===== config.mk =====
export PLATFORM = sky130hd
export DESIGN_NAME = spi_regfile_peripheral_flat
export DESIGN_NICKNAME = d
export VERILOG_FILES = /design/src/rtl/spi_regfile_pkg.sv /design/src/rtl/spi_regfile_peripheral_if.sv /design/src/rtl/spi_edge_sync.sv /design/src/rtl/spi_regfile_peripheral.sv /design/src/flat_wrapper.sv
export SDC_FILE = /design/constraint.sdc
export NUM_CORES = 1
export LEC_CHECK = 0
export ABC_AREA = 1
export CORE_MARGIN = 2
export CORE_UTILIZATION = 48
export DETAILED_ROUTE_END_ITERATION = 8
export PLACE_DENSITY = 0.71
export SYNTH_ARGS = -nofsm -noshare
export SYNTH_HDL_FRONTEND = slang
export SYNTH_SLANG_ARGS = --single-unit

===== constraint.sdc =====
create_clock -name clk -period 1.5 [get_ports clk]
set_input_delay 0.225 -clock clk [delete_from_list [all_inputs] [get_ports clk]]
set_output_delay 0.225 -clock clk [all_outputs]
set_load 0.03 [all_outputs]

===== src/rtl/spi_regfile_pkg.sv =====
// Shared types and constants for the SPI register-file peripheral.
package spi_regfile_pkg;

  typedef enum logic [1:0] {
    StIdle,
    StShift,
    StCheck
  } state_e;

  localparam logic RW_WRITE = 1'b1;

  // A frame is one R/W bit, then the address field, then the data field.
  function automatic int unsigned frame_len(int unsigned addr_w, int unsigned data_w);
    return 1 + addr_w + data_w;
  endfunction

endpackage


===== src/rtl/spi_regfile_peripheral_if.sv =====
// SPI pin bundle: slave modport for the peripheral, master modport for whoever drives the bus.
interface spi_regfile_peripheral_if;
  logic sclk;
  logic copi;
  logic ncs;
  logic cipo;
  logic cipo_oe;

  modport slave (
    input  sclk,
    input  copi,
    input  ncs,
    output cipo,
    output cipo_oe
  );

  modport master (
    output sclk,
    output copi,
    output ncs,
    input  cipo,
    input  cipo_oe
  );
endinterface


===== src/rtl/spi_edge_sync.sv =====
// Three-stage synchroniser with level, rise and fall outputs for an asynchronous input.
module spi_edge_sync #(
  parameter logic RESET_VAL = 1'b1
) (
  input  logic clk,
  input  logic rst_n,
  input  logic sig,
  output logic level,
  output logic rise,
  output logic fall
);

  logic [2:0] sync_q;

  always_ff @(posedge clk or negedge rst_n) begin
    if (!rst_n) begin
      sync_q <= {3{RESET_VAL}};
    end else begin
      sync_q <= {sync_q[1:0], sig};
    end
  end

  assign level = sync_q[1];
  assign rise  = sync_q[1] & ~sync_q[2];
  assign fall  = ~sync_q[1] & sync_q[2];

endmodule


===== src/rtl/spi_regfile_peripheral.sv =====
// SPI mode-0 register-file slave with framed writes and address validation.
// Optional read-back of registers on cipo is enabled by defining SPI_READBACK_EN.
module spi_regfile_peripheral
  import spi_regfile_pkg::*;
#(
  parameter int unsigned       NUM_REGS  = 5,
  parameter int unsigned       DATA_W    = 8,
  parameter int unsigned       ADDR_W    = 7,
  parameter logic [DATA_W-1:0] RESET_VAL = '0
) (
  input  logic                       clk,
  input  logic                       rst_n,
  spi_regfile_peripheral_if.slave    spi,
  output logic [NUM_REGS*DATA_W-1:0] regs_out,
  output logic                       wr_strobe,
  output logic [ADDR_W-1:0]          wr_addr,
  output logic                       err_pulse
);

  localparam int unsigned FrameLen = frame_len(ADDR_W, DATA_W);
  localparam int unsigned CntW     = $clog2(FrameLen + 1);
  localparam logic [CntW-1:0] CntFull = CntW'(FrameLen);
  localparam logic [CntW-1:0] CntMax  = CntW'(FrameLen + 1);
  localparam logic [CntW-1:0] CntAddr = CntW'(1 + ADDR_W);

  logic sclk_lvl, sclk_rise, sclk_fall;
  logic ncs_lvl, ncs_rise, ncs_fall;
  logic [1:0] copi_q;
  logic       copi_sync;

  spi_edge_sync #(.RESET_VAL(1'b1)) u_sclk_sync (
    .clk   (clk),
    .rst_n (rst_n),
    .sig   (spi.sclk),
    .level (sclk_lvl),
    .rise  (sclk_rise),
    .fall  (sclk_fall)
  );

  spi_edge_sync #(.RESET_VAL(1'b1)) u_ncs_sync (
    .clk   (clk),
    .rst_n (rst_n),
    .sig   (spi.ncs),
    .level (ncs_lvl),
    .rise  (ncs_rise),
    .fall  (ncs_fall)
  );

  always_ff @(posedge clk or negedge rst_n) begin
    if (!rst_n) begin
      copi_q <= 2'b00;
    end else begin
      copi_q <= {copi_q[0], spi.copi};
    end
  end
  assign copi_sync = copi_q[1];

  state_e               state_q, state_d;
  logic [CntW-1:0]      cnt_q, cnt_d, cnt_next;
  logic [FrameLen-1:0]  shift_q, shift_d, shift_next;
  logic [DATA_W-1:0]    regs_q [NUM_REGS];
  logic [DATA_W-1:0]    regs_d [NUM_REGS];
  logic                 armed_q, armed_d;
  logic [1:0]           settle_q, settle_d;
  logic                 settled;
  logic                 wr_strobe_q, err_q, err_d, commit;
  logic [ADDR_W-1:0]    wr_addr_q;

  logic                 sample, overrun, short_frame, addr_ok, frame_ok, read_ok, rw_bit;
  logic [ADDR_W-1:0]    addr_f;
  logic [DATA_W-1:0]    data_f;

  // The ncs synchroniser resets high, so its first post-reset samples are not trusted;
  // a frame may only start after ncs has genuinely been seen high.
  assign settled  = settle_q[1];
  assign settle_d = settled ? settle_q : settle_q + 2'd1;

  assign sample     = (state_q == StShift) & sclk_rise & ~ncs_lvl;
  assign shift_next = {shift_q[FrameLen-2:0], copi_sync};
  assign cnt_next   = (cnt_q == CntMax) ? cnt_q : cnt_q + 1'b1;

  assign rw_bit      = shift_q[FrameLen-1];
  assign addr_f      = shift_q[FrameLen-2 -: ADDR_W];
  assign data_f      = shift_q[DATA_W-1:0];
  assign overrun     = cnt_q > CntFull;
  assign short_frame = cnt_q < CntFull;
  assign addr_ok     = 32'(addr_f) < NUM_REGS;
  assign frame_ok    = ~overrun & ~short_frame & addr_ok;
`ifdef SPI_READBACK_EN
  assign read_ok     = frame_ok & (rw_bit != RW_WRITE);
`else
  assign read_ok     = 1'b0;
`endif

  always_comb begin
    state_d = state_q;
    cnt_d   = cnt_q;
    shift_d = shift_q;
    armed_d = armed_q | (settled & ncs_lvl);
    commit  = 1'b0;
    err_d   = 1'b0;
    case (state_q)
      StIdle: begin
        // Level check also recovers an ncs fall that arrived while in StCheck.
        if (armed_q && (ncs_fall || !ncs_lvl)) begin
          state_d = StShift;
          cnt_d   = '0;
          shift_d = '0;
          armed_d = 1'b0;
        end
      end
      StShift: begin
        if (ncs_rise) begin
          state_d = StCheck;
        end else if (sample) begin
          shift_d = shift_next;
          cnt_d   = cnt_next;
        end
      end
      StCheck: begin
        state_d = StIdle;
        if (frame_ok && rw_bit == RW_WRITE) begin
          commit = 1'b1;
        end else if (!read_ok) begin
          err_d = 1'b1;
        end
      end
      default: state_d = StIdle;
    endcase
  end

  always_comb begin
    regs_d = regs_q;
    for (int unsigned i = 0; i < NUM_REGS; i++) begin
      if (commit && 32'(addr_f) == i) begin
        regs_d[i] = data_f;
      end
    end
  end

  always_ff @(posedge clk or negedge rst_n) begin
    if (!rst_n) begin
      state_q     <= StIdle;
      cnt_q       <= '0;
      shift_q     <= '0;
      armed_q     <= 1'b0;
      settle_q    <= 2'b00;
      regs_q      <= '{default: RESET_VAL};
      wr_strobe_q <= 1'b0;
      err_q       <= 1'b0;
      wr_addr_q   <= '0;
    end else begin
      state_q     <= state_d;
      cnt_q       <= cnt_d;
      shift_q     <= shift_d;
      armed_q     <= armed_d;
      settle_q    <= settle_d;
      regs_q      <= regs_d;
      wr_strobe_q <= commit;
      err_q       <= err_d;
      if (commit) begin
        wr_addr_q <= addr_f;
      end
    end
  end

  always_comb begin
    regs_out = '0;
    for (int unsigned i = 0; i < NUM_REGS; i++) begin
      regs_out[i*DATA_W +: DATA_W] = regs_q[i];
    end
  end

  assign wr_strobe = wr_strobe_q;
  assign err_pulse = err_q;
  assign wr_addr   = wr_addr_q;

`ifdef SPI_READBACK_EN
  logic [DATA_W-1:0] tx_q, tx_d, rd_sel;
  logic              oe_q, oe_d;
  logic [ADDR_W-1:0] rd_addr;

  // Address as it stands once the sample in progress lands in the shift register.
  assign rd_addr = shift_next[ADDR_W-1:0];

  always_comb begin
    rd_sel = '0;
    for (int unsigned i = 0; i < NUM_REGS; i++) begin
      if (32'(rd_addr) == i) begin
        rd_sel = regs_q[i];
      end
    end
  end

  always_comb begin
    tx_d = tx_q;
    oe_d = oe_q;
    if (state_q != StShift || ncs_rise) begin
      oe_d = 1'b0;
    end else if (sample && cnt_next == CntAddr && shift_next[ADDR_W] != RW_WRITE) begin
      if (32'(rd_addr) < NUM_REGS) begin
        tx_d = rd_sel;
        oe_d = 1'b1;
      end else begin
        tx_d = '0;
      end
    end else if (sclk_fall && oe_q && cnt_q > CntAddr) begin
      // The fall before the first data rise keeps the MSB on the line.
      tx_d = {tx_q[DATA_W-2:0], 1'b0};
    end
  end

  always_ff @(posedge clk or negedge rst_n) begin
    if (!rst_n) begin
      tx_q <= '0;
      oe_q <= 1'b0;
    end else begin
      tx_q <= tx_d;
      oe_q <= oe_d;
    end
  end

  assign spi.cipo    = oe_q & tx_q[DATA_W-1];
  assign spi.cipo_oe = oe_q;
`else
  assign spi.cipo    = 1'b0;
  assign spi.cipo_oe = 1'b0;
`endif

  logic unused_sync;
  assign unused_sync = ^{sclk_lvl, sclk_fall};

endmodule

===== src/flat_wrapper.sv =====
// flat-port wrapper written by rule: the top's interface ports become plain ports
module spi_regfile_peripheral_flat import spi_regfile_pkg::*;
#(
  parameter int unsigned       NUM_REGS  = 5,
  parameter int unsigned       DATA_W    = 8,
  parameter int unsigned       ADDR_W    = 7,
  parameter logic [DATA_W-1:0] RESET_VAL = '0
)
  (clk, rst_n, regs_out, wr_strobe, wr_addr, err_pulse, spi_sclk, spi_copi, spi_ncs, spi_cipo, spi_cipo_oe);
  spi_regfile_peripheral_if spi_i ();
  input  logic clk;
  input  logic rst_n;
  output logic [NUM_REGS*DATA_W-1:0] regs_out;
  output logic wr_strobe;
  output logic [ADDR_W-1:0] wr_addr;
  output logic err_pulse;
  input wire logic [$bits(spi_i.sclk)-1:0] spi_sclk;
  input wire logic [$bits(spi_i.copi)-1:0] spi_copi;
  input wire logic [$bits(spi_i.ncs)-1:0] spi_ncs;
  output wire logic [$bits(spi_i.cipo)-1:0] spi_cipo;
  output wire logic [$bits(spi_i.cipo_oe)-1:0] spi_cipo_oe;
  assign spi_i.sclk = spi_sclk;
  assign spi_i.copi = spi_copi;
  assign spi_i.ncs = spi_ncs;
  assign spi_cipo = spi_i.cipo;
  assign spi_cipo_oe = spi_i.cipo_oe;
  spi_regfile_peripheral #(.NUM_REGS(NUM_REGS), .DATA_W(DATA_W), .ADDR_W(ADDR_W), .RESET_VAL(RESET_VAL)) u_core (.clk(clk), .rst_n(rst_n), .spi(spi_i), .regs_out(regs_out), .wr_strobe(wr_strobe), .wr_addr(wr_addr), .err_pulse(err_pulse));
endmodule

Word-level counts from Yosys, hierarchy flattened. Index checks and enable logic that the tools add are counted.

Flip-flop bits (word level): 83. Bits of input ports: 5. Output and inout bits: 51. Logic and storage cells: 82.

Add/sub/neg operators: 2. Magnitude comparators: 3. Eq/ne operators: 12. Mux-type cells: 19. Bitwise gates (word level): 14. Reduce and logical (&&, ||, !) cells: 15.

Operators with widths (count): $mux 16 (3); $pmux 16 s2 (1); $mux 5 (4); $eq 7x2->1 const B (2); $pmux 5 s2 (1); $and 1x1->1 (8); $eq 7x1->1 const B (1); $eq 7x3->1 const B (1); $logic_and 1x1->1 (7); $logic_not 7->1 (1); $lt 7x3->1 const B (1); $mux 1 (6); $mux 2 (3); $ne 2x1->1 const B (3); $add 5x1->5 const B (1); $eq 5x5->1 const B (1); $gt 5x5->1 const B (1); $lt 5x5->1 const B (1); $not 1->1 (5); $reduce_and 5->1 (1); $ne 2x2->1 const B (2); $pmux 2 s2 (1); $reduce_and 4->1 (1); $add 2x1->2 const B (1); 8 further kinds (8).

Logic depth before layout (Yosys ltp). Gate-level depths: netlist of the first run.

Word-level depth: 8. Gate-level depth with buffers: 10. Mapped depth without buffers: 9.

Hierarchy. From an unflattened synthesis of the first run, not the netlist that was laid out.

Cell total of the unflattened synthesis: 379. Area, all modules: 3642.2 um^2.

By module, submodules not included: spi_regfile_peripheral (instances 1, cells each 365, area an instance 3454.6 um^2, seq. area each 1926.8 um^2); spi_edge_sync (instances 2, cells each 7, area an instance 93.8 um^2, seq. area each 78.8 um^2).

Worst setup path after synthesis of the first run. OpenSTA, ideal clock, no wires.

Kind: reg2reg. From: register u_core.cnt_q[0]. To: register u_core.regs_q (netlist bit u_core.regs_out[33]). Setup time: 0.123 ns. Arrival: 1.457 ns. Required time: 1.377 ns. Slack: -0.080 ns. Stages on the path, launching flop included: 10. Buffers on the path: 2. Period minus slack after synthesis: 1.580 ns. Cells stage by stage: dfrtp_1 inv_1 ha_1 nand3_1 nor2_1 nand3_2 buf_6 buf_6 nor3_1 nor2_1.

Cells in the longest elaborated chain, start to end: 8.

Ends and longest elaborated chain: start, declared (line spi_regfile_peripheral.sv:59) `logic [CntW-1:0] cnt_q, cnt_d, cnt_next;`; start signal, assigned (line spi_regfile_peripheral.sv:154) `cnt_q <= cnt_d;`; $gt 5x5->1 or $lt 5x5->1 (tied branches) (line spi_regfile_peripheral.sv:85, spi_regfile_peripheral.sv:86); $not 1->1 (line spi_regfile_peripheral.sv:88) `assign frame_ok = ~overrun & ~short_frame & addr_ok;`; $and 1x1->1 (*) (2 in a row) (line spi_regfile_peripheral.sv:88); $logic_and 1x1->1 (*) (line spi_regfile_peripheral.sv:122) `if (frame_ok && rw_bit == RW_WRITE) begin`; $mux 1 (*) (line spi_regfile_peripheral.sv:122); $mux 1 (*) (line spi_regfile_peripheral.sv:102) `case (state_q)`; $logic_and 1x1->1 (*) (line spi_regfile_peripheral.sv:135) `if (commit && 32'(addr_f) == i) begin`; end signal, assigned (line spi_regfile_peripheral.sv:158) `regs_q <= regs_d;`; end, declared (line spi_regfile_peripheral.sv:61) `logic [DATA_W-1:0] regs_q [NUM_REGS];`.

Every way passes the cells marked *; elsewhere a longest branch is shown, timed or not. A chain may end at the register's enable or synchronous reset.

Final worst setup path of the first run.
From: register u_core.cnt_q[0]. To: register u_core.regs_q (netlist bit u_core.regs_out[11]).

The elaborated chain is that of the path after synthesis.

==> results of run 1 <==
## synthesized netlist by cell type (all sizes together)
cell type	n
nand2	85
dfrtp	77
nor2	62
inv	50
nand3	45
o21ai	24
nor3	17
buf	8
dfstp	6
nand4	5
clkbuf	3
ha	3
a21oi	2
nand3b	2
nor4	2
or2	2
a31oi	1
conb	1
xor2	1
## kinds of logic (layout without fill, tap and decap cells)
group                    after synthesis  count (layout)  share of synthesized area [%]
XOR/XNOR                               1               1                          0.242
AO/OA/AOI/OAI                         27              27                           3.77
AND/OR/NAND/NOR                      220             220                           29.9
flip-flops                            83              83                           57.6
adder cells (fa/ha/maj)                3               3                           1.04
buffers and inverters                 61             163                           7.30
other                                  1               2                          0.104
## repair_timing
item                                    CTS  global route
buffers inserted                          6             6
hold endpoints to repair                 77             0
pin swaps                                 5            15
cloned                                    0             2
hold buffers                              1             0
endpoints found under the setup margin   89            53
resized for setup                        59            34
## worst reg2reg max path: stages, from the launching register on
cell and delay (ns):
dfrtp_1 0.39, inv_2 0.08, ha_4 0.15, nand3_4 0.07
nor2_4 0.14, nand3_4 0.13, buf_4 0.18, clkbuf_16 0.16
nor3_1 0.14, nor2_1 0.07
## worst min path at each step
stage | from | to | slack [ns] | cells after the start
final | spi_sclk | u_core.u_sclk_sync.sync_q[0]$_DFF_PN1_ | 0.27 | 1
after floorplan | rst_n | u_core.armed_q$_DFF_PN0_ | -0.07 | 0
after global routing | spi_sclk | u_core.u_sclk_sync.sync_q[0]$_DFF_PN1_ | 0.24 | 1
after detailed placement | rst_n | u_core.settle_q[1]$_DFF_PN0_ | 0.29 | 2
after CTS | spi_sclk | u_core.u_sclk_sync.sync_q[0]$_DFF_PN1_ | 0.25 | 1
after global placement | rst_n | u_core.settle_q[1]$_DFF_PN0_ | 0.29 | 2
## per-stage QoR
step           util (%)  std cells
3_3_place_gp       61.8        567
2_1_floorplan         -        397
4_1_cts            65.0        590
5_1_grt            68.1        598
6_report           68.1        598
3_5_place_dp       61.8        567
## cell type report
type	instances	area (um^2)	area share [%]
clock buffers	10	128	2.57
clock inverters	6	88.8	1.79
inverters	50	188	3.78
multi-input cells	253	1440	29.0
flip-flops and latches	83	2090	42.0
well taps	99	124	2.50
repair buffers	97	907	18.3
## flip-flops by register name (all words and copies together), names as in the netlist
| name | flops |
|---|---|
| u_core.regs_out | 40 |
| u_core.shift_q | 16 |
| u_core.wr_addr | 7 |
| u_core.cnt_q | 5 |
| u_core.u_ncs_sync.sync_q | 3 |
| u_core.u_sclk_sync.sync_q | 3 |
| u_core.copi_q | 2 |
| u_core.settle_q | 2 |
| u_core.state_q | 2 |
| u_core.armed_q | 1 |
| u_core.err_pulse | 1 |
| u_core.wr_strobe | 1 |
## layout by cell type (no fill, tap or decap), types with 3 or more instances in the layout
| cell | Yosys | final |
|---|---|---|
| clkdlybuf4s50_1 | 0 | 3 |
| nand2_1 | 85 | 67 |
| inv_1 | 44 | 42 |
| nor2_2 | 3 | 9 |
| nor2_1 | 53 | 45 |
| nor2_4 | 5 | 7 |
| nor3_2 | 4 | 12 |
| nand3_1 | 42 | 41 |
| dfrtp_1 | 77 | 76 |
| nor3_1 | 13 | 3 |
| clkbuf_8 | 0 | 9 |
| buf_4 | 3 | 33 |
| dlygate4sd2_1 | 0 | 49 |
| nand4_1 | 4 | 4 |
| buf_6 | 3 | 4 |
| nand2_2 | 0 | 18 |
| buf_12 | 0 | 4 |
| o21ai_0 | 22 | 22 |
| nand3_4 | 2 | 4 |
| inv_2 | 6 | 8 |
| dfstp_2 | 6 | 6 |
## power by group
| group | internal (W) | switching (W) | total [W] |
|---|---|---|---|
| registers | 0.00234 | 0.000137 | 0.00248 |
| clock network | 0.000940 | 0.000808 | 0.00175 |
| logic | 0.000280 | 0.000480 | 0.000760 |
## metal layers
layer | vias up | track usage (%) | wire [um]
met2 | 91 | 33.0 | 4010
li1 | 1449 | - | -
met5 | - | 0 | 0
met3 | 20 | 4.42 | 410
met4 | 0 | 9.85 | 187
met1 | 1444 | 27.8 | 3730
==> results.toml, run 1 <==
[cts]
cts_buffers = 9
clock-root-buffer = "clkbuf_8"
clk_latency_ns = 0.36
clock_path_buffers = 2
cts_tree = "built"
path_clk_slew_ns = 0.08
numClockSinks = 83
htreeDepth = 3

[setup_path]
reg2reg_slack_ns = -0.12
crit_chain = "inv_2 -> ha_4 -> nand3_4 -> nor2_4 -> nand3_4 -> buf_4 -> clkbuf_16 -> nor3_1 -> nor2_1"
crit_path_end = "u_core.regs_out[11]$_DFFE_PN0P_"
crit_path_start = "u_core.cnt_q[0]$_DFFE_PN0P_"
worstPathMaxFanout = 8
worst-path-buf-inv = 3
crit_family = "simple AND/OR/NAND/NOR gates"
slowest_stage = "dfrtp_1"
timing.rr.start = "u_core.cnt_q[0]$_DFFE_PN0P_"
critPathArrivalTime_ns = 1.86
r2r_end = "u_core.regs_out[11]$_DFFE_PN0P_"
crit_cells = 9
cp_common_cell = "nand3_4"
end_kind = "register"
startpoint_type = "register"
crit_path_max_incr_delay_ns = 0.39
critical_path_class = "reg -> reg"
crit_required_ns = 1.75
rr_worst_depth = 9

[global_route]
grt_overflow = 0
grt_pass1_wl_um = 13800
grt_usage_pct = 20.9
grt_pass1_vias = 2883
antenna_found_initial = 0
grt_max_degree = 84

[timing]
timing.final.ws_setup_ns = -0.118
setup_viol = 34
period_share_pct = 108
finClkSkew_ns = 0.0105
min_period_ns = 1.62
drv_slew = 0
hold_ws_ns = 0.268
fmax_mhz = 618
rsz0062_at_grt = "true"
fin_tns_setup_ns = -2.26
report.final.hold_viol_count = 0

[cells_and_area]
fillerInstances = 598
drive_gt1_share_pct = 26.7
num-nets-final = 502
num_antenna_cells = 0
final_cell_area_mm2 = 0.00496
syn_to_final_growth_pct = 37.2

[detailed_routing]
drc = 0
postRouteAntennaNets = 0
num_vias = 3004
post_drt_wl_per_cell_um = 13.9
drt_iter0_markers = 130
drtPass1Iterations = 4
vias_per_cell = 5.02
wl_um = 8340

[synthesis]
synth_top_area_share_pct = 53.3
synthTopCellsByArea = "dfrtp_1 (53%), nand2_1 (8.8%), nand3_1 (5.8%), nor2_1 (5.5%), inv_1 (4.6%)"
synth-seq-cells = 83
syn_area_mm2 = 0.00362
synth_cell_types = 31
ys_warn_count = 0
yosys.area.top_type = "dfrtp_1"
postSynthAreaPerCell_um2 = 9.13
yosysSeqAreaShare_pct = 57.6
synth_cells = 396

[job]
max_cap_violations = 0

[pwr]
p_per_area_mw_per_mm2 = 1000
p_leak_nw = 2.70
vdd_drop_max_mv = 0.409
fin_total_pwr_w = 0.00499

[floorplanning]
die_h_um = 90.8
initial_core_util_pct = 49.6
die_w_um = 90.8
ios = 56
num_rows = 31
die_area_mm2 = 0.00824
core_area_mm2 = 0.00729

[place]
place_area_mm2 = 0.00451
dpl_worst_slack_ns = -0.0941
io_buffers = 53
gp_congestion = 0.877
dp_hpwl_um = 5360

[worst_hold_path]
hp-class = "in -> reg"

[outcome]
run_status = "finished with violations"
violations = "setup timing"
(Power assumes the default switching activity.)
==> run 2: changes to the inputs <==
--- a/config.mk
+++ b/config.mk
@@ -12,4 +12,5 @@
 export PLACE_DENSITY = 0.71
 export SYNTH_ARGS = -nofsm -noshare
 export SYNTH_HDL_FRONTEND = slang
+export SYNTH_HIERARCHICAL = 1
 export SYNTH_SLANG_ARGS = --single-unit
==> run 2 against run 1 <==
Net effect:
- the flow still finishes with violations (setup timing)
- final area increased by 1.1%
- combinational power increased by 91%
- clock skew about the same
- routed wire length increased by 4.7%
- die area increased by 0.50%
- sequential share of layout area decreased by 0.50 points
- via count increased by 0.60%
==> results.toml, run 2 <==
[outcome]
run_status = "finished with violations"
violations = "setup timing"

[cells_and_area]
final_common_cell = "nand2_1"
drive_gt1_share_pct = 29.7
num_antenna_cells = 0
num-nets-final = 481
stdcell_count = 574
finish.utilization_pct = 68.8
syn_to_final_growth_pct = 38.1
largest_reg_flops = 40
layout_common_cells = "nand2_1 (83), dfrtp_1 (77), dlygate4sd2_1 (49)"

[timing]
timing.final.ws_setup_ns = -0.0923
fmax_mhz = 628
report.final.hold_viol_count = 0
drv_slew = 0
rsz0062_at_grt = "true"
period_share_pct = 106
fin_tns_setup_ns = -2.59
min_period_ns = 1.59
finClkSkew_ns = 0.0103
setup_viol = 53

[setup_path]
critPathArrivalTime_ns = 1.83
crit_chain = "inv_1 -> ha_1 -> nand2_1 -> inv_1 -> nand3_2 -> nor2_4 -> buf_12 -> buf_12 -> nand3_4 -> nand2_2 -> nand2_2"
reg2reg_slack_ns = -0.09
slowest_stage = "dfrtp_1"
critical_path_class = "reg -> reg"
end_kind = "register"
r2r_end = "u_core/regs_out[4]$_DFFE_PN0P_"
worstPathMaxFanout = 8
crit_path_max_incr_delay_ns = 0.39
crit_required_ns = 1.74
timing.rr.start = "u_core/cnt_q[0]$_DFFE_PN0P_"
startpoint_type = "register"
rr_worst_depth = 11

[synthesis]
postSynthAreaPerCell_um2 = 9.64
synth_cells = 377
syn_area_mm2 = 0.00363
ys_warn_count = 6

[floorplanning]
num_rows = 31
die_h_um = 91.0
core_area_mm2 = 0.00729
ios = 56
die_w_um = 91.0
initial_core_util_pct = 49.8
die_area_mm2 = 0.00828

[worst_hold_path]
hp-start = "spi_ncs"
min_to = "u_core/u_ncs_sync/sync_q[0]$_DFF_PN1_"
hp-class = "in -> reg"
whs_path_depth = 1

[place]
dpl.cell_count = 537
io_buffers = 53
gp_congestion = 0.760
dp_hpwl_um = 5100

[global_route]
grt_usage_pct = 20.6
grt_overflow = 0
met3_usage_pct = 3.24
busiest_layer = "met2"
grt_pass1_wl_um = 13600
grt_max_degree = 46
grt_pass1_vias = 2795
grt_util_met2_pct = 34.2
grt.met1_usage_pct = 26.9
antenna_found_initial = 0

[cts]
htreeDepth = 3
cts_tree = "built"
clock_path_buffers = 2
path_clk_slew_ns = 0.08
clock-root-buffer = "clkbuf_8"
clk_latency_ns = 0.34
numClockSinks = 83
cts_buffers = 9

[pwr]
p_leak_nw = 2.66
p_per_area_mw_per_mm2 = 1050
fin_total_pwr_w = 0.00528
vdd_drop_max_mv = 0.797

[detailed_routing]
drtPass1Iterations = 4
wl_um = 8730
drc = 0
post_drt_wl_per_cell_um = 15.2
num_vias = 3022
drt_iter0_markers = 240
postRouteAntennaNets = 0
vias_per_cell = 5.26

[job]
max_cap_violations = 0
run 2: per-layer routing:
metal,vias up,part of all wire (%)
met4,0,2.2
met3,19,4.8
met5,-,0
met1,1480,40
li1,1435,-
met2,88,53
run 2: final cells by class:
| cell class | count | area (um^2) |
|---|---|---|
| clock inverter | 3 | 18.8 |
| tap | 99 | 124 |
| timing repair buffer | 100 | 1030 |
| multi-input combinational | 243 | 1500 |
| inverter | 36 | 135 |
| sequential | 83 | 2080 |
| fill | 594 | 2270 |
| clock buffer | 10 | 128 |
run 2: worst max-delay path by stage:
stage,from,endpoint,slack (ns),depth (start not counted)
after floorplan,u_core/cnt_q[0]$_DFFE_PN0P_,u_core/regs_out[0]$_DFFE_PN0P_,0.05,10
after global placement,u_core/u_sclk_sync/sync_q[1]$_DFF_PN1_,u_core/shift_q[2]$_DFFE_PN0P_,-0.1,6
after detailed placement,u_core/u_sclk_sync/sync_q[1]$_DFF_PN1_,u_core/shift_q[5]$_DFFE_PN0P_,-0.20,6
after CTS,u_core/cnt_q[1]$_DFFE_PN0P_,u_core/regs_out[1]$_DFFE_PN0P_,-0.02,11
after global routing,u_core/cnt_q[0]$_DFFE_PN0P_,u_core/regs_out[8]$_DFFE_PN0P_,-0.19,11
final,u_core/cnt_q[0]$_DFFE_PN0P_,u_core/regs_out[4]$_DFFE_PN0P_,-0.09,11
run 2: what timing repair did:
item	4_1_cts	5_1_grt
cloned	3	2
hold endpoints to repair	21	0
gates resized for setup	57	78
setup buffers	10	10
hold buffers	1	0
pin swaps	4	15
endpoints found under the setup margin	113	69
run 2: through the flow:
| step | cell area (um^2) | hold WS (ns) | setup WS, ns |
|---|---|---|---|
| after floorplan | 3640 | -0.0706 | 0.0504 |
| after global placement | 4390 | 0.172 | -0.0959 |
| after detailed placement | 4390 | 0.176 | -0.197 |
| after CTS | 4690 | 0.276 | -0.0186 |
| after global routing | 5020 | 0.290 | -0.186 |
| final | 5020 | 0.289 | -0.0923 |
run 2: critical path: cells and delay by family (launching register included):
kind                     cells  cell delay [ns]
adder cells (fa/ha/maj)      1             0.13
buffers and inverters        4             0.39
flip-flops                   1             0.39
AND/OR/NAND/NOR              6             0.57
run 2: where the power goes:
group / total, W / switching, W / leakage (nW) / internal [W]
registers: 0.00252 / 0.000172 / 1.12 / 0.00235
clock network: 0.00131 / 0.000736 / 0.0778 / 0.000572
logic: 0.00145 / 0.000885 / 1.46 / 0.000561
total: 0.00528 / 0.00179 / 2.66 / 0.00348
